===== src/rtl/rv_multicycle_ctrl_if.sv =====
// Handshake and control bus between the multi-cycle controller and its datapath/bench.
interface rv_multicycle_ctrl_if #(
    parameter int XLEN       = 32,
    parameter int REG_ADDR_W = 5,
    parameter int ALUOP_W    = 3
);
    logic                  instr_valid;
    logic                  instr_ready;
    logic [31:0]           instr;
    logic                  zero_flag;
    logic                  mem_ready;
    logic [REG_ADDR_W-1:0] reg1_addr;
    logic [REG_ADDR_W-1:0] reg2_addr;
    logic [REG_ADDR_W-1:0] write_reg_addr;
    logic [XLEN-1:0]       imm;
    logic [ALUOP_W-1:0]    alu_op;
    logic                  alu_src_imm;
    logic                  reg_we;
    logic                  mem_re;
    logic                  mem_we;
    logic                  mem_to_reg;
    logic                  branch_taken;
    logic                  done;
    logic                  illegal;
    logic                  mem_err;

    // Controller side
    modport slave (
        input  instr_valid, instr, zero_flag, mem_ready,
        output instr_ready, reg1_addr, reg2_addr, write_reg_addr, imm, alu_op,
               alu_src_imm, reg_we, mem_re, mem_we, mem_to_reg, branch_taken,
               done, illegal, mem_err
    );

    // Instruction source / datapath side
    modport master (
        output instr_valid, instr, zero_flag, mem_ready,
        input  instr_ready, reg1_addr, reg2_addr, write_reg_addr, imm, alu_op,
               alu_src_imm, reg_we, mem_re, mem_we, mem_to_reg, branch_taken,
               done, illegal, mem_err
    );
endinterface


===== src/rtl/rv_multicycle_ctrl.sv =====
// Multi-cycle RV32 control unit: accepts one instruction, decodes fields/immediate,
// then walks DECODE/EXEC/MEM/WB emitting register-file, ALU and memory strobes.
module rv_multicycle_ctrl #(
    parameter int XLEN        = 32,
    parameter int REG_ADDR_W  = 5,
    parameter int ALUOP_W     = 3,
    parameter int MEM_TIMEOUT = 16,
    parameter bit EN_RTYPE    = 1'b1
) (
    input logic                clk,
    input logic                reset,
    rv_multicycle_ctrl_if.slave bus
);
    localparam int CNT_W = $clog2(MEM_TIMEOUT + 1);

    localparam logic [ALUOP_W-1:0] ALU_ADD = ALUOP_W'(0);
    localparam logic [ALUOP_W-1:0] ALU_SUB = ALUOP_W'(1);
    localparam logic [ALUOP_W-1:0] ALU_AND = ALUOP_W'(2);
    localparam logic [ALUOP_W-1:0] ALU_OR  = ALUOP_W'(3);
    localparam logic [ALUOP_W-1:0] ALU_XOR = ALUOP_W'(4);
    localparam logic [ALUOP_W-1:0] ALU_SLL = ALUOP_W'(5);
    localparam logic [ALUOP_W-1:0] ALU_SRL = ALUOP_W'(6);
    localparam logic [ALUOP_W-1:0] ALU_SLT = ALUOP_W'(7);

    typedef enum logic [2:0] {S_IDLE, S_DECODE, S_EXEC, S_MEM, S_WB} state_t;
    typedef enum logic [2:0] {C_ALU, C_LW, C_SW, C_BEQ, C_ILL} cls_t;

    // ---------------- instruction decode (valid while instr is presented) -------
    logic [6:0]         opcode;
    logic [2:0]         funct3;
    logic               f7b5;
    logic [XLEN-1:0]    imm_i, imm_s, imm_b;
    logic [ALUOP_W-1:0] f3_op;
    logic               f3_bad;
    cls_t               dec_cls;
    logic [ALUOP_W-1:0] dec_alu_op;
    logic               dec_src_imm;
    logic [XLEN-1:0]    dec_imm;

    assign opcode = bus.instr[6:0];
    assign funct3 = bus.instr[14:12];
    assign f7b5   = bus.instr[30];
    assign imm_i  = {{(XLEN-12){bus.instr[31]}}, bus.instr[31:20]};
    assign imm_s  = {{(XLEN-12){bus.instr[31]}}, bus.instr[31:25], bus.instr[11:7]};
    assign imm_b  = {{(XLEN-13){bus.instr[31]}}, bus.instr[31], bus.instr[7],
                     bus.instr[30:25], bus.instr[11:8], 1'b0};

    // funct3 -> ALU operation, shared by OP and OP-IMM; arithmetic right shift unsupported
    always_comb begin
        f3_op  = ALU_ADD;
        f3_bad = 1'b0;
        case (funct3)
            3'b000:  f3_op = ALU_ADD;
            3'b001:  f3_op = ALU_SLL;
            3'b010:  f3_op = ALU_SLT;
            3'b100:  f3_op = ALU_XOR;
            3'b101:  begin f3_op = ALU_SRL; f3_bad = f7b5; end
            3'b110:  f3_op = ALU_OR;
            3'b111:  f3_op = ALU_AND;
            default: f3_bad = 1'b1;
        endcase
    end

    // Opcode class, ALU operation, operand-B select and immediate format
    always_comb begin
        dec_cls     = C_ILL;
        dec_alu_op  = f3_op;
        dec_src_imm = 1'b0;
        dec_imm     = imm_i;
        case (opcode)
            7'b0010011: begin
                dec_cls     = f3_bad ? C_ILL : C_ALU;
                dec_src_imm = 1'b1;
            end
            7'b0110011: begin
                dec_cls = (EN_RTYPE && !f3_bad) ? C_ALU : C_ILL;
                if (funct3 == 3'b000 && f7b5) dec_alu_op = ALU_SUB;
            end
            7'b0000011: begin
                dec_cls     = (funct3 == 3'b010) ? C_LW : C_ILL;
                dec_alu_op  = ALU_ADD;
                dec_src_imm = 1'b1;
            end
            7'b0100011: begin
                dec_cls     = (funct3 == 3'b010) ? C_SW : C_ILL;
                dec_alu_op  = ALU_ADD;
                dec_src_imm = 1'b1;
                dec_imm     = imm_s;
            end
            7'b1100011: begin
                dec_cls    = (funct3 == 3'b000) ? C_BEQ : C_ILL;
                dec_alu_op = ALU_SUB;
                dec_imm    = imm_b;
            end
            default: ;
        endcase
    end

    // ---------------- sequencer state ----------------
    state_t                state_q, state_d;
    cls_t                  cls_q, cls_d;
    logic [CNT_W-1:0]      cnt_q, cnt_d;
    logic [REG_ADDR_W-1:0] rs1_q, rs1_d, rs2_q, rs2_d, rd_q, rd_d;
    logic [XLEN-1:0]       imm_q, imm_d;
    logic [ALUOP_W-1:0]    alu_op_q, alu_op_d;
    logic                  src_imm_q, src_imm_d;
    logic                  ready_q, ready_d;
    logic                  reg_we_q, reg_we_d;
    logic                  mem_re_q, mem_re_d;
    logic                  mem_we_q, mem_we_d;
    logic                  m2r_q, m2r_d;
    logic                  done_q, done_d;
    logic                  ill_q, ill_d;
    logic                  err_q, err_d;
    logic                  beq_exec_q, beq_exec_d;

    // Next state and next registered outputs; pulses default low every cycle
    always_comb begin
        state_d    = state_q;
        cls_d      = cls_q;
        cnt_d      = cnt_q;
        rs1_d      = rs1_q;
        rs2_d      = rs2_q;
        rd_d       = rd_q;
        imm_d      = imm_q;
        alu_op_d   = alu_op_q;
        src_imm_d  = src_imm_q;
        reg_we_d   = 1'b0;
        mem_re_d   = 1'b0;
        mem_we_d   = 1'b0;
        m2r_d      = 1'b0;
        done_d     = 1'b0;
        ill_d      = 1'b0;
        err_d      = 1'b0;
        beq_exec_d = 1'b0;
        case (state_q)
            S_IDLE: begin
                if (bus.instr_valid && ready_q) begin
                    state_d   = S_DECODE;
                    cls_d     = dec_cls;
                    rs1_d     = REG_ADDR_W'(bus.instr[19:15]);
                    rs2_d     = REG_ADDR_W'(bus.instr[24:20]);
                    rd_d      = REG_ADDR_W'(bus.instr[11:7]);
                    imm_d     = dec_imm;
                    alu_op_d  = dec_alu_op;
                    src_imm_d = dec_src_imm;
                    ill_d     = (dec_cls == C_ILL);
                end
            end
            S_DECODE: begin
                if (cls_q == C_ILL) begin
                    state_d = S_IDLE;
                end else begin
                    state_d = S_EXEC;
                    if (cls_q == C_BEQ) begin
                        done_d     = 1'b1;
                        beq_exec_d = 1'b1;
                    end
                end
            end
            S_EXEC: begin
                case (cls_q)
                    C_LW:    begin state_d = S_MEM; mem_re_d = 1'b1; end
                    C_SW:    begin state_d = S_MEM; mem_we_d = 1'b1; end
                    C_BEQ:   state_d = S_IDLE;
                    default: begin
                        state_d  = S_WB;
                        reg_we_d = (rd_q != '0);
                        done_d   = 1'b1;
                    end
                endcase
            end
            S_MEM: begin
                if (bus.mem_ready) begin
                    cnt_d = '0;
                    if (cls_q == C_LW) begin
                        state_d  = S_WB;
                        reg_we_d = (rd_q != '0);
                        m2r_d    = 1'b1;
                        done_d   = 1'b1;
                    end else begin
                        state_d = S_IDLE;
                    end
                end else if (cnt_q + CNT_W'(1) == CNT_W'(MEM_TIMEOUT)) begin
                    cnt_d   = '0;
                    state_d = S_IDLE;
                    err_d   = 1'b1;
                end else begin
                    cnt_d    = cnt_q + CNT_W'(1);
                    mem_re_d = mem_re_q;
                    mem_we_d = mem_we_q;
                end
            end
            S_WB:    state_d = S_IDLE;
            default: state_d = S_IDLE;
        endcase
        ready_d = (state_d == S_IDLE);
    end

    // State and output registers; async reset drops any in-flight instruction
    always_ff @(posedge clk or negedge reset) begin
        if (!reset) begin
            state_q    <= S_IDLE;
            cls_q      <= C_ILL;
            cnt_q      <= '0;
            rs1_q      <= '0;
            rs2_q      <= '0;
            rd_q       <= '0;
            imm_q      <= '0;
            alu_op_q   <= '0;
            src_imm_q  <= 1'b0;
            ready_q    <= 1'b0;
            reg_we_q   <= 1'b0;
            mem_re_q   <= 1'b0;
            mem_we_q   <= 1'b0;
            m2r_q      <= 1'b0;
            done_q     <= 1'b0;
            ill_q      <= 1'b0;
            err_q      <= 1'b0;
            beq_exec_q <= 1'b0;
        end else begin
            state_q    <= state_d;
            cls_q      <= cls_d;
            cnt_q      <= cnt_d;
            rs1_q      <= rs1_d;
            rs2_q      <= rs2_d;
            rd_q       <= rd_d;
            imm_q      <= imm_d;
            alu_op_q   <= alu_op_d;
            src_imm_q  <= src_imm_d;
            ready_q    <= ready_d;
            reg_we_q   <= reg_we_d;
            mem_re_q   <= mem_re_d;
            mem_we_q   <= mem_we_d;
            m2r_q      <= m2r_d;
            done_q     <= done_d;
            ill_q      <= ill_d;
            err_q      <= err_d;
            beq_exec_q <= beq_exec_d;
        end
    end

    assign bus.instr_ready    = ready_q;
    assign bus.reg1_addr      = rs1_q;
    assign bus.reg2_addr      = rs2_q;
    assign bus.write_reg_addr = rd_q;
    assign bus.imm            = imm_q;
    assign bus.alu_op         = alu_op_q;
    assign bus.alu_src_imm    = src_imm_q;
    assign bus.reg_we         = reg_we_q;
    assign bus.mem_re         = mem_re_q;
    assign bus.mem_we         = mem_we_q;
    assign bus.mem_to_reg     = m2r_q;
    assign bus.illegal        = ill_q;
    assign bus.mem_err        = err_q;
    // zero_flag is only valid during EXEC and a store retires in its mem_ready cycle,
    // so these two terms are gated by registered state but follow the live input.
    assign bus.branch_taken   = beq_exec_q & bus.zero_flag;
    assign bus.done           = done_q | ((state_q == S_MEM) && (cls_q == C_SW) && bus.mem_ready);
endmodule


===== src/flat_wrapper.sv =====
// flat-port wrapper written by rule: the top's interface ports become plain ports
module rv_multicycle_ctrl_flat 
#(
    parameter int XLEN        = 32,
    parameter int REG_ADDR_W  = 5,
    parameter int ALUOP_W     = 3,
    parameter int MEM_TIMEOUT = 16,
    parameter bit EN_RTYPE    = 1'b1
)
  (clk, reset, bus_instr_valid, bus_instr, bus_zero_flag, bus_mem_ready, bus_instr_ready, bus_reg1_addr, bus_reg2_addr, bus_write_reg_addr, bus_imm, bus_alu_op, bus_alu_src_imm, bus_reg_we, bus_mem_re, bus_mem_we, bus_mem_to_reg, bus_branch_taken, bus_done, bus_illegal, bus_mem_err);
  rv_multicycle_ctrl_if #(.XLEN(XLEN), .REG_ADDR_W(REG_ADDR_W), .ALUOP_W(ALUOP_W)) bus_i ();
  input logic clk;
  input logic reset;
  input wire logic [$bits(bus_i.instr_valid)-1:0] bus_instr_valid;
  input wire logic [$bits(bus_i.instr)-1:0] bus_instr;
  input wire logic [$bits(bus_i.zero_flag)-1:0] bus_zero_flag;
  input wire logic [$bits(bus_i.mem_ready)-1:0] bus_mem_ready;
  output wire logic [$bits(bus_i.instr_ready)-1:0] bus_instr_ready;
  output wire logic [$bits(bus_i.reg1_addr)-1:0] bus_reg1_addr;
  output wire logic [$bits(bus_i.reg2_addr)-1:0] bus_reg2_addr;
  output wire logic [$bits(bus_i.write_reg_addr)-1:0] bus_write_reg_addr;
  output wire logic [$bits(bus_i.imm)-1:0] bus_imm;
  output wire logic [$bits(bus_i.alu_op)-1:0] bus_alu_op;
  output wire logic [$bits(bus_i.alu_src_imm)-1:0] bus_alu_src_imm;
  output wire logic [$bits(bus_i.reg_we)-1:0] bus_reg_we;
  output wire logic [$bits(bus_i.mem_re)-1:0] bus_mem_re;
  output wire logic [$bits(bus_i.mem_we)-1:0] bus_mem_we;
  output wire logic [$bits(bus_i.mem_to_reg)-1:0] bus_mem_to_reg;
  output wire logic [$bits(bus_i.branch_taken)-1:0] bus_branch_taken;
  output wire logic [$bits(bus_i.done)-1:0] bus_done;
  output wire logic [$bits(bus_i.illegal)-1:0] bus_illegal;
  output wire logic [$bits(bus_i.mem_err)-1:0] bus_mem_err;
  assign bus_i.instr_valid = bus_instr_valid;
  assign bus_i.instr = bus_instr;
  assign bus_i.zero_flag = bus_zero_flag;
  assign bus_i.mem_ready = bus_mem_ready;
  assign bus_instr_ready = bus_i.instr_ready;
  assign bus_reg1_addr = bus_i.reg1_addr;
  assign bus_reg2_addr = bus_i.reg2_addr;
  assign bus_write_reg_addr = bus_i.write_reg_addr;
  assign bus_imm = bus_i.imm;
  assign bus_alu_op = bus_i.alu_op;
  assign bus_alu_src_imm = bus_i.alu_src_imm;
  assign bus_reg_we = bus_i.reg_we;
  assign bus_mem_re = bus_i.mem_re;
  assign bus_mem_we = bus_i.mem_we;
  assign bus_mem_to_reg = bus_i.mem_to_reg;
  assign bus_branch_taken = bus_i.branch_taken;
  assign bus_done = bus_i.done;
  assign bus_illegal = bus_i.illegal;
  assign bus_mem_err = bus_i.mem_err;
  rv_multicycle_ctrl #(.XLEN(XLEN), .REG_ADDR_W(REG_ADDR_W), .ALUOP_W(ALUOP_W), .MEM_TIMEOUT(MEM_TIMEOUT), .EN_RTYPE(EN_RTYPE)) u_core (.clk(clk), .reset(reset), .bus(bus_i));
endmodule

===== config.mk =====
export PLATFORM = sky130hd
export DESIGN_NAME = rv_multicycle_ctrl_flat
export DESIGN_NICKNAME = d
export VERILOG_FILES = /design/src/rtl/rv_multicycle_ctrl_if.sv /design/src/rtl/rv_multicycle_ctrl.sv /design/src/flat_wrapper.sv
export SDC_FILE = /design/constraint.sdc
export NUM_CORES = 1
export LEC_CHECK = 0
export CAP_MARGIN = 5
export CORE_MARGIN = 5
export CORE_UTILIZATION = 41
export DETAILED_ROUTE_END_ITERATION = 16
export PLACE_DENSITY = 0.79
export RECOVER_POWER = 25
export SYNTH_ARGS = -nofsm -noshare
export SYNTH_HDL_FRONTEND = slang
export SYNTH_SLANG_ARGS = --single-unit

===== constraint.sdc =====
create_clock -name clk -period 1.55 [get_ports clk]
set_clock_uncertainty 0.1 [all_clocks]
set_input_delay 0.155 -clock clk [delete_from_list [all_inputs] [get_ports clk]]
set_output_delay 0.155 -clock clk [all_outputs]
set_load 0.005 [all_outputs]

==> flow_metrics.py, run 1 <==
metrics = {
    "flow_run": {
        "drv_cap": 0,
    },
    "global_routing": {
        "grt_pass1_wl_um": 10900,
        "grt_overflow": 0,
        "grt.total_usage_pct": 17.88,
        "antenna_found_initial": 0,
        "grt_max_degree": 37,
        "grt_pass1_vias": 2252,
    },
    "placement": {
        "portBuffers": 96,
        "place_congestion": 0.8459,
        "placedCellCount": 439,
        "hpwl_um": 5084,
    },
    "floorplanning": {
        "die_h_um": 88.50,
        "die_area_um2": 7831,
        "pin_count": 97,
        "rows": 28,
        "die_w_um": 88.50,
        "core_area_um2": 5956,
        "start_util_pct": 42.42,
    },
    "detailed_routing": {
        "firstDrtPassIters": 4,
        "drt-initial-drc-count": 109,
        "drcViolationCount": 0,
        "ant_nets": 0,
        "routed_wl_um": 6985,
        "vias": 2280,
        "wl_per_cell_um": 15.35,
        "via_per_inst": 5.011,
    },
    "yosys": {
        "syn_area_um2": 2526,
        "synth_edf_count": 0,
        "dominantRegCellSynth": "dfrtp_1",
        "yosys.cell_types.count": 52,
        "synth_nets": 304,
        "syn_inst": 266,
        "async_flop_share_pct": 100.0,
        "avgSynthCellArea_um2": 9.497,
        "synth_seq_cells": 52,
        "yosysSeqAreaShare_pct": 51.56,
        "ys_warn_count": 0,
    },
    "pwr": {
        "p_sw_share_pct": 35.68,
        "finalPower_w": 0.006769,
        "powerDensity_nw_per_um2": 1738,
        "p_seq_share_pct": 34.3,
        "leakagePower_nw": 1.916,
        "ir_drop_v": 0.0009051,
        "p_clk_share_pct": 11.6,
        "intPower_w": 0.004354,
        "netSwitchingPower_w": 0.002415,
        "combPwrFrac_pct": 54.1,
    },
    "clock_network": {
        "clkTransAtPathRegs_ns": 0.10,
        "cts_tree": "done",
        "clk_latency_ns": 0.31,
        "htree_levels": 2,
        "cts.sinks": 52,
        "cts_buffer_depth": 2,
        "cts_buffers": 5,
        "root_buffer": "clkbuf_8",
    },
    "sta": {
        "hold_viol_final": 0,
        "rsz0062_at_grt": "true",
        "maxSlewHeadroom_pct": 32.70,
        "worst_pin_slew_ns": 1.009,
        "drv_slew": 0,
        "period_share_pct": 99.16,
        "fin_crit_ns": 1.537,
        "fmax_mhz": 650.6,
        "setup_viol_count_final": 0,
    },
    "worst_setup_path": {
        "arrival_ns": 1.28,
        "cp_data_required_time_ns": 1.29,
        "path_class": "flip-flop to output pin",
        "cp-end-kind": "output pin",
        "critPathLaunchType": "flip-flop",
        "critPathMaxFanout": 4,
    },
    "final_layout": {
        "synthToLayoutAreaGrowth_pct": 54.19,
        "final_cells": 455,
        "largest_reg_flops": 13,
        "drive_gt1_share_pct": 20.53,
        "fillCellCount": 511,
        "num-nets-final": 417,
        "diodes": 0,
    },
    "run_status": {
        "status": "finished, final reports clean",
    },
    "hold_path": {
        "hold_path_class": "primary input to flip-flop",
    },
}
timing repair:
action / in CTS / in global routing
hold buffers: 1 / 0
setup endpoints to repair: 26 / 46
resized for setup: 28 / 27
setup buffers: 2 / 4
pin swaps: 0 / 8
hold endpoints to repair: 16 / 0
gates cloned: 0 / 2
path summary, 6_finish.rpt:
path | start | end | slack, ns | cells after the start
min in group asynchronous | reset | u_core.cnt_q[2]$_DFFE_PN0N_ | 0.42 | 2
worst min-delay path | bus_instr[28] | u_core.bus.imm[8]$_DFFE_PN0P_ | 0.26 | 3
worst min register to register | u_core.bus.reg2_addr[2]$_DFFE_PN0P_ | u_core.bus.reg2_addr[2]$_DFFE_PN0P_ | 0.38 | 2
max in group asynchronous | reset | u_core.cls_q[2]$_DFFE_PN1P_ | 0.15 | 3
worst max-delay path | u_core.state_q[2]$_DFF_PN0_ | bus_done | 0.01 | 3
worst max register to register | u_core.state_q[1]$_DFF_PN0_ | u_core.cls_q[2]$_DFFE_PN1P_ | 0.01 | 7
cell families after synthesis:
group | Yosys count | share of synthesized area, %
AOI/OAI and AO/OA | 40 | 10.95
xor gates and xnor gates | 1 | 0.3468
adders and majority gates | 1 | 0.4952
buffers and inverters | 32 | 8.320
DFF | 52 | 51.56
muxes | 8 | 3.368
and+or+nand+nor | 132 | 24.96
power by group through the flow:
stage          sequential (W)  clock (W)  combinational, W
5_1_grt               0.00240   0.000852           0.00403
2_1_floorplan         0.00235          0           0.00162
6_report              0.00232   0.000783           0.00366
3_5_place_dp          0.00232          0           0.00344
4_1_cts               0.00230   0.000793           0.00336
3_3_place_gp          0.00230          0           0.00334
cells in the final DEF, fill, tap and decap left out, types with 3 or more instances in the layout:
cell             synthesis  routed
buf_6                    1       3
or3_1                    3       3
clkbuf_8                 0       5
nor3_1                   3       3
nor3b_2                  1       3
buf_12                   0       3
nor2_1                   6       5
dlygate4sd2_1            0      20
nand3_1                  6       6
o21ai_0                 13      13
clkdlybuf4s50_1          0      72
nand2_2                  0       4
mux2i_1                  7       7
dfrtp_1                 51      49
a21oi_1                  7       7
buf_4                   20      29
nand2_1                 87      83
per-layer routing:
metal | part of all wire [%] | up-vias | wire [um] | GRT usage [%]
met5 | 0 | - | 0 | 0
met4 | 0.97 | 0 | 68 | 3.709
met3 | 6.8 | 8 | 476 | 6.238
met2 | 52 | 64 | 3615 | 29.71
met1 | 40 | 1106 | 2824 | 22.72
li1 | - | 1102 | - | -
stage by stage:
stage / hold WS (ns) / setup TNS, ns / worst slack (ns) / utilization [%] / area, um^2
after global placement: 0.004620 / -0.5023 / -0.06147 / 61.09 / 3638
final: 0.2594 / 0 / 0.01295 / 65.40 / 3895
after global routing: 0.2568 / -0.4918 / -0.07170 / 65.40 / 3895
after detailed placement: 0.01559 / -0.8825 / -0.09609 / 61.09 / 3638
after CTS: 0.2048 / -0.2152 / -0.08552 / 63.05 / 3755
after floorplan: -0.2406 / 0 / 0.1487 / - / 2526
final cells by class:
class                      instances  area, um^2  share of cell area, %
tap                               75       93.84                  2.409
inverter                           2       7.507                 0.1927
multi-input combinational        182        1090                  27.98
sequential                        52        1305                  33.50
clock buffer                       5       68.82                  1.767
clock inverter                     3       18.77                 0.4818
timing repair buffer             136        1311                  33.67
worst max-delay path, cell delays in order, from the launching register on:
cell      delay [ns]
dfrtp_2         0.46
and3b_1         0.25
a31o_2          0.15
clkbuf_2        0.10
synth_stat cells (all sizes together), types with 2 or more instances:
| master | instances | area (um^2) |
|---|---|---|
| buf | 27 | 190.2 |
| o22a | 2 | 17.52 |
| dfrtp | 51 | 1276 |
| a22o | 2 | 17.52 |
| o21ai | 16 | 80.07 |
| a21oi | 7 | 35.03 |
| a31o | 2 | 17.52 |
| nor3b | 4 | 35.03 |
| nand2b | 3 | 18.77 |
| clkbuf | 3 | 12.51 |
| nor3 | 3 | 15.01 |
| nor2 | 7 | 28.78 |
| and2 | 2 | 12.51 |
| and4 | 2 | 17.52 |
| nand3 | 6 | 30.03 |
| inv | 2 | 7.510 |
| nor2b | 4 | 27.53 |
| or2 | 2 | 12.51 |
| o31ai | 3 | 27.52 |
| or3 | 3 | 18.77 |
| mux2i | 7 | 70.07 |
| nor4 | 2 | 18.77 |
| a31oi | 2 | 27.53 |
| nand2 | 87 | 326.6 |
Power figures use the tool's default switching activity.
==> inputs of run 2 (changes only) <==
--- a/config.mk
+++ b/config.mk
@@ -9,8 +9,9 @@
 export CORE_MARGIN = 5
 export CORE_UTILIZATION = 41
 export DETAILED_ROUTE_END_ITERATION = 16
-export PLACE_DENSITY = 0.79
+export PLACE_DENSITY = 0.82
 export RECOVER_POWER = 25
 export SYNTH_ARGS = -nofsm -noshare
 export SYNTH_HDL_FRONTEND = slang
 export SYNTH_SLANG_ARGS = --single-unit
+export TNS_END_PERCENT = 10
==> flow_metrics.py, run 2 (same netlist as run 1, synthesis figures left out) <==
metrics = {
    "global_routing": {
        "grt_overflow": 0,
        "grt_pass1_wl_um": 10960,
        "grt_pass1_vias": 2307,
        "antenna_found_initial": 0,
        "grt.total_usage_pct": 17.92,
        "grt_max_degree": 32,
    },
    "worst_setup_path": {
        "reg2reg_from": "u_core.state_q[0]$_DFF_PN0_",
        "cp-end-kind": "flip-flop",
        "critPathMaxStageDelay_ns": 0.42,
        "slowest_stage": "dfrtp_1",
        "cp_data_required_time_ns": 1.64,
        "critPathLaunchType": "flip-flop",
        "crit_chain": "and3b_1 -> buf_4 -> nand3_1 -> nand2_2 -> or2_2",
        "path_class": "flip-flop to flip-flop",
        "critPathMaxFanout": 4,
        "arrival_ns": 1.66,
        "cp_top_family": "simple AND/OR/NAND/NOR gates",
        "cp_num_buf_inv": 1,
        "cp-startpoint": "u_core.state_q[0]$_DFF_PN0_",
    },
    "pwr": {
        "powerDensity_nw_per_um2": 1779,
        "p_clk_share_pct": 11.5,
        "ir_drop_v": 0.0009241,
        "netSwitchingPower_w": 0.002467,
        "combPwrFrac_pct": 56.2,
        "p_seq_share_pct": 32.3,
        "intPower_w": 0.004575,
        "leakagePower_nw": 1.910,
        "p_sw_share_pct": 35.03,
    },
    "detailed_routing": {
        "ant_nets": 0,
        "vias": 2265,
        "via_per_inst": 4.935,
        "firstDrtPassIters": 4,
        "drcViolationCount": 0,
        "wl_per_cell_um": 15.70,
        "drt-initial-drc-count": 135,
        "routed_wl_um": 7207,
    },
    "sta": {
        "rsz0062_at_grt": "true",
        "fmax_mhz": 635.9,
        "hold_viol_final": 0,
        "drv_slew": 0,
        "maxSlewHeadroom_pct": 63.20,
        "setup_viol_count_final": 5,
        "period_share_pct": 101.5,
        "hold_ws_ns": 0.1923,
        "worst_slack_ns": -0.02249,
        "worst_pin_slew_ns": 0.5520,
        "fin_crit_ns": 1.572,
    },
    "final_layout": {
        "synthToLayoutAreaGrowth_pct": 56.66,
        "num-nets-final": 421,
        "final_common_cell": "nand2_1",
        "largest_reg_flops": 13,
        "diodes": 0,
        "drive_gt1_share_pct": 20.57,
        "fin_util_pct": 66.45,
        "most-common-layout-cells": "nand2_1 (83), clkdlybuf4s50_1 (74), dfrtp_1 (51), buf_4 (27), dlygate4sd2_1 (20)",
    },
    "clock_network": {
        "root_buffer": "clkbuf_8",
        "cts_buffers": 5,
        "cts_buffer_depth": 2,
        "cts_tree": "done",
        "cts.sinks": 52,
        "htree_levels": 2,
        "clkTransAtPathRegs_ns": 0.09,
        "clk_latency_ns": 0.30,
    },
    "floorplanning": {
        "die_area_um2": 7831,
        "die_h_um": 88.50,
        "pin_count": 97,
        "core_area_um2": 5956,
        "start_util_pct": 42.42,
        "rows": 28,
        "die_w_um": 88.50,
    },
    "placement": {
        "place_congestion": 0.8469,
        "hpwl_um": 5288,
        "portBuffers": 96,
    },
    "hold_path": {
        "hold_path_class": "primary input to async pin",
    },
    "run_status": {
        "status": "finished, violations left",
        "violations": "setup timing",
    },
    "flow_run": {
        "drv_cap": 0,
    },
}
-- run 2: cell count changes in the layout (fill, tap and decap cells not counted), moves of 2 or more --
cell and delta:
buf_12 +2, dfrtp_2 -2, dlymetal6s2s_1 -2, dfrtp_1 +2
buf_4 -2, clkdlybuf4s50_1 +2, o21ai_0 -2, o21ai_2 -2
o21ai_1 +4, buf_6 +4
-- run 2: per-stage QoR --
| step | TNS [ns] | instance area, um^2 | setup WS (ns) | std cells | power (W) |
|---|---|---|---|---|---|
| 2_1_floorplan | 0 | 2526 | 0.1487 | 266 | 0.003966 |
| 3_3_place_gp | -1.274 | 3671 | -0.07060 | 440 | 0.005737 |
| 3_5_place_dp | -2.316 | 3671 | -0.1391 | 440 | 0.005871 |
| 4_1_cts | -0.06198 | 3826 | -0.05211 | 454 | 0.006658 |
| 5_1_grt | -1.614 | 3958 | -0.09361 | 459 | 0.007548 |
| 6_report | -0.05364 | 3958 | -0.02249 | 459 | 0.007042 |
-- run 2: final timing paths --
kind,end,cells after the start,slack (ns)
hold / removal,u_core.bus.mem_to_reg$_DFF_PN0_,2,0.19
max in group asynchronous,u_core.bus.write_reg_addr[0]$_DFFE_PN0P_,3,0.29
hold reg to reg,u_core.bus.imm[5]$_DFFE_PN0P_,2,0.39
setup reg to reg,u_core.done_q$_DFF_PN0_,5,-0.02
min in group clk,u_core.bus.reg1_addr[1]$_DFFE_PN0P_,3,0.27
setup / recovery,u_core.done_q$_DFF_PN0_,5,-0.02
-- run 2: per-layer routing --
metal  vias to the layer above  part of all wire, %  GRT usage, %  routed length [um]
met2                        61                   53         31.61                3786
li1                       1113                    -             -                   -
met5                         -                    0             0                   0
met4                         0                 0.76         4.533                  55
met3                         7                  5.6         4.376                 404
met1                      1084                   41         22.03                2960
-- run 2: final cells by class --
cell class,instances,area (um^2)
Sequential cell,52,1303
Inverter,2,7.507
Fill cell,481,1998
Clock buffer,6,82.58
Timing Repair Buffer,140,1378
Tap cell,75,93.84
Clock inverter,2,13.76
Multi-Input combinational cell,182,1080
-- run 2: what timing repair did --
action	in CTS	in global routing
pin swaps	5	10
buffers inserted	5	4
setup endpoints to repair	36	36
gates resized for setup	31	24
hold buffers	1	0
hold endpoints to repair	16	0
gates cloned	0	1
-- run 2: power groups by stage --
stage	registers (W)	logic (W)	clock network (W)
CTS	0.00225	0.00358	0.000825
floorplan	0.00235	0.00162	0
detailed placement	0.00229	0.00358	0
global placement	0.00227	0.00347	0
global route	0.00234	0.00431	0.000893
finish	0.00227	0.00396	0.000809
==> inputs of run 3 (changes only) <==
--- a/config.mk
+++ b/config.mk
@@ -9,9 +9,8 @@
 export CORE_MARGIN = 5
 export CORE_UTILIZATION = 41
 export DETAILED_ROUTE_END_ITERATION = 16
-export PLACE_DENSITY = 0.82
+export PLACE_DENSITY = 0.76
 export RECOVER_POWER = 25
 export SYNTH_ARGS = -nofsm -noshare
 export SYNTH_HDL_FRONTEND = slang
 export SYNTH_SLANG_ARGS = --single-unit
-export TNS_END_PERCENT = 10
==> constraint.sdc (replaced) <==
create_clock -name clk -period 2 [get_ports clk]
set_clock_uncertainty 0.1 [all_clocks]
set_input_delay 0.2 -clock clk [delete_from_list [all_inputs] [get_ports clk]]
set_output_delay 0.2 -clock clk [all_outputs]
set_load 0.005 [all_outputs]
==> flow_metrics.py, run 3 (same netlist as run 1, synthesis figures left out) <==
metrics = {
    "final_layout": {
        "most-common-layout-cells": "clkdlybuf4s50_1 (95), nand2_1 (87), dfrtp_1 (48), o21ai_0 (13)",
        "final_area_um2": 3535,
        "drive_gt1_share_pct": 8.960,
        "final_common_cell": "clkdlybuf4s50_1",
        "diodes": 0,
        "synthToLayoutAreaGrowth_pct": 39.92,
        "final_cells": 421,
        "largest_reg_flops": 13,
        "num-nets-final": 383,
    },
    "sta": {
        "period_share_pct": 97.07,
        "hold_ws_ns": 0.3256,
        "finalSetupTns_ns": 0,
        "drv_slew": 0,
        "fin_crit_ns": 1.941,
        "worst_pin_slew_ns": 1.259,
        "setup_viol_count_final": 0,
        "maxSlewHeadroom_pct": 16.04,
        "fmax_mhz": 515.1,
        "hold_viol_final": 0,
        "rsz0062_at_grt": "true",
    },
    "global_routing": {
        "grt_max_degree": 53,
        "grt.total_usage_pct": 15.73,
        "grt_overflow": 0,
        "grt_pass1_wl_um": 9687,
        "antenna_found_initial": 0,
        "grt_pass1_vias": 2013,
    },
    "run_status": {
        "status": "finished, final reports clean",
    },
    "worst_setup_path": {
        "path_class": "flip-flop to output pin",
        "critPathMaxStageDelay_ns": 0.44,
        "cp-startpoint": "u_core.state_q[1]$_DFF_PN0_",
        "cp_data_required_time_ns": 1.70,
        "critPathLaunchType": "flip-flop",
        "slowest_stage": "dfrtp_1",
        "endpoint": "bus_done",
        "crit_chain": "and3b_1 -> a31o_2 -> clkdlybuf4s50_1",
        "rr_worst_depth": 4,
        "r2r_setup_slack_ns": 0.29,
        "arrival_ns": 1.64,
        "reg2reg_from": "u_core.state_q[1]$_DFF_PN0_",
        "cp-end-kind": "output pin",
        "r2r-end": "u_core.cls_q[0]$_DFFE_PN0P_",
        "critPathMaxFanout": 5,
    },
    "placement": {
        "place_congestion": 0.8029,
        "portBuffers": 96,
        "dpl_cell_area_um2": 3423,
        "placedCellCount": 412,
        "hpwl_um": 4415,
    },
    "pwr": {
        "leakagePower_nw": 1.618,
        "powerDensity_nw_per_um2": 1372,
        "finalPower_w": 0.004851,
        "ir_drop_v": 0.0007221,
    },
    "clock_network": {
        "clk_latency_ns": 0.29,
        "cts_buffers": 5,
        "cts.sinks": 52,
        "root_buffer": "clkbuf_8",
        "cts_tree": "done",
        "clkTransAtPathRegs_ns": 0.09,
        "cts_buffer_depth": 2,
        "htree_levels": 2,
    },
    "detailed_routing": {
        "via_per_inst": 4.888,
        "vias": 2058,
        "firstDrtPassIters": 4,
        "ant_nets": 0,
        "routed_wl_um": 5837,
        "drcViolationCount": 0,
        "drt-initial-drc-count": 113,
        "wl_per_cell_um": 13.86,
    },
    "floorplanning": {
        "start_util_pct": 42.42,
        "rows": 28,
        "die_w_um": 88.50,
        "core_area_um2": 5956,
        "die_h_um": 88.50,
        "die_area_um2": 7831,
        "pin_count": 97,
    },
    "hold_path": {
        "hold_path_class": "primary input to flip-flop",
    },
    "flow_run": {
        "drv_cap": 0,
    },
}
==> run 3: worst max-delay path: cells and delay by family (launching register included) <==
kind | cells | cell delay [ns]
simple gates | 1 | 0.24
flops | 1 | 0.44
compound gates | 1 | 0.23
buf+inv | 1 | 0.44
==> run 3: worst min path at each step <==
stage,slack (ns),endpoint,cells after the start,from
6_report,0.33,u_core.bus.reg1_addr[3]$_DFFE_PN0P_,3,bus_instr[18]
4_1_cts,0.32,u_core.bus.imm[8]$_DFFE_PN0P_,3,bus_instr[28]
3_5_place_dp,0.11,u_core.bus.reg1_addr[1]$_DFFE_PN0P_,2,reset
2_1_floorplan,-0.20,u_core.beq_exec_q$_DFF_PN0_,0,reset
5_1_grt,0.33,u_core.bus.reg1_addr[4]$_DFFE_PN0P_,3,bus_instr[19]
3_3_place_gp,0.11,u_core.bus.reg1_addr[1]$_DFFE_PN0P_,2,reset
==> run 3: per-layer routing <==
layer / vias to the layer above / routed length (um) / GRT usage [%]
met3: 7 / 577 / 6.983
met4: 0 / 49 / 3.434
met5: - / 0 / 0
met2: 58 / 2646 / 23.18
li1: 1038 / - / -
met1: 955 / 2563 / 21.53
==> run 3: area by class of cell <==
type / instances / area [um^2]
tap: 75 / 93.84
multi-input combinational: 182 / 1018
sequential: 52 / 1306
timing repair buffer: 102 / 1001
clock inverter: 2 / 35.03
inverter: 2 / 7.507
fill: 542 / 2421
clock buffer: 6 / 72.57
==> run 3: through the flow <==
stage          utilization (%)  setup WS [ns]
2_1_floorplan                -         0.5987
3_3_place_gp             57.48         0.1931
3_5_place_dp             57.48         0.1886
4_1_cts                  59.54        0.03663
5_1_grt                  59.35       -0.01858
6_report                 59.35        0.05850
==> run 3: what timing repair did <==
action	in CTS	in global routing
pin swaps	0	1
setup buffers	0	0
hold buffers	1	0
endpoints found under the setup margin	1	21
gates resized for setup	1	3
endpoints found under the hold margin	51	0
==> run 3: power by group <==
part	leakage (nW)	switching [W]	internal (W)
registers	0.645	0.000365	0.00149
clock network	0.0552	0.000319	0.000372
logic	0.918	0.000943	0.00136
total	1.62	0.00163	0.00322
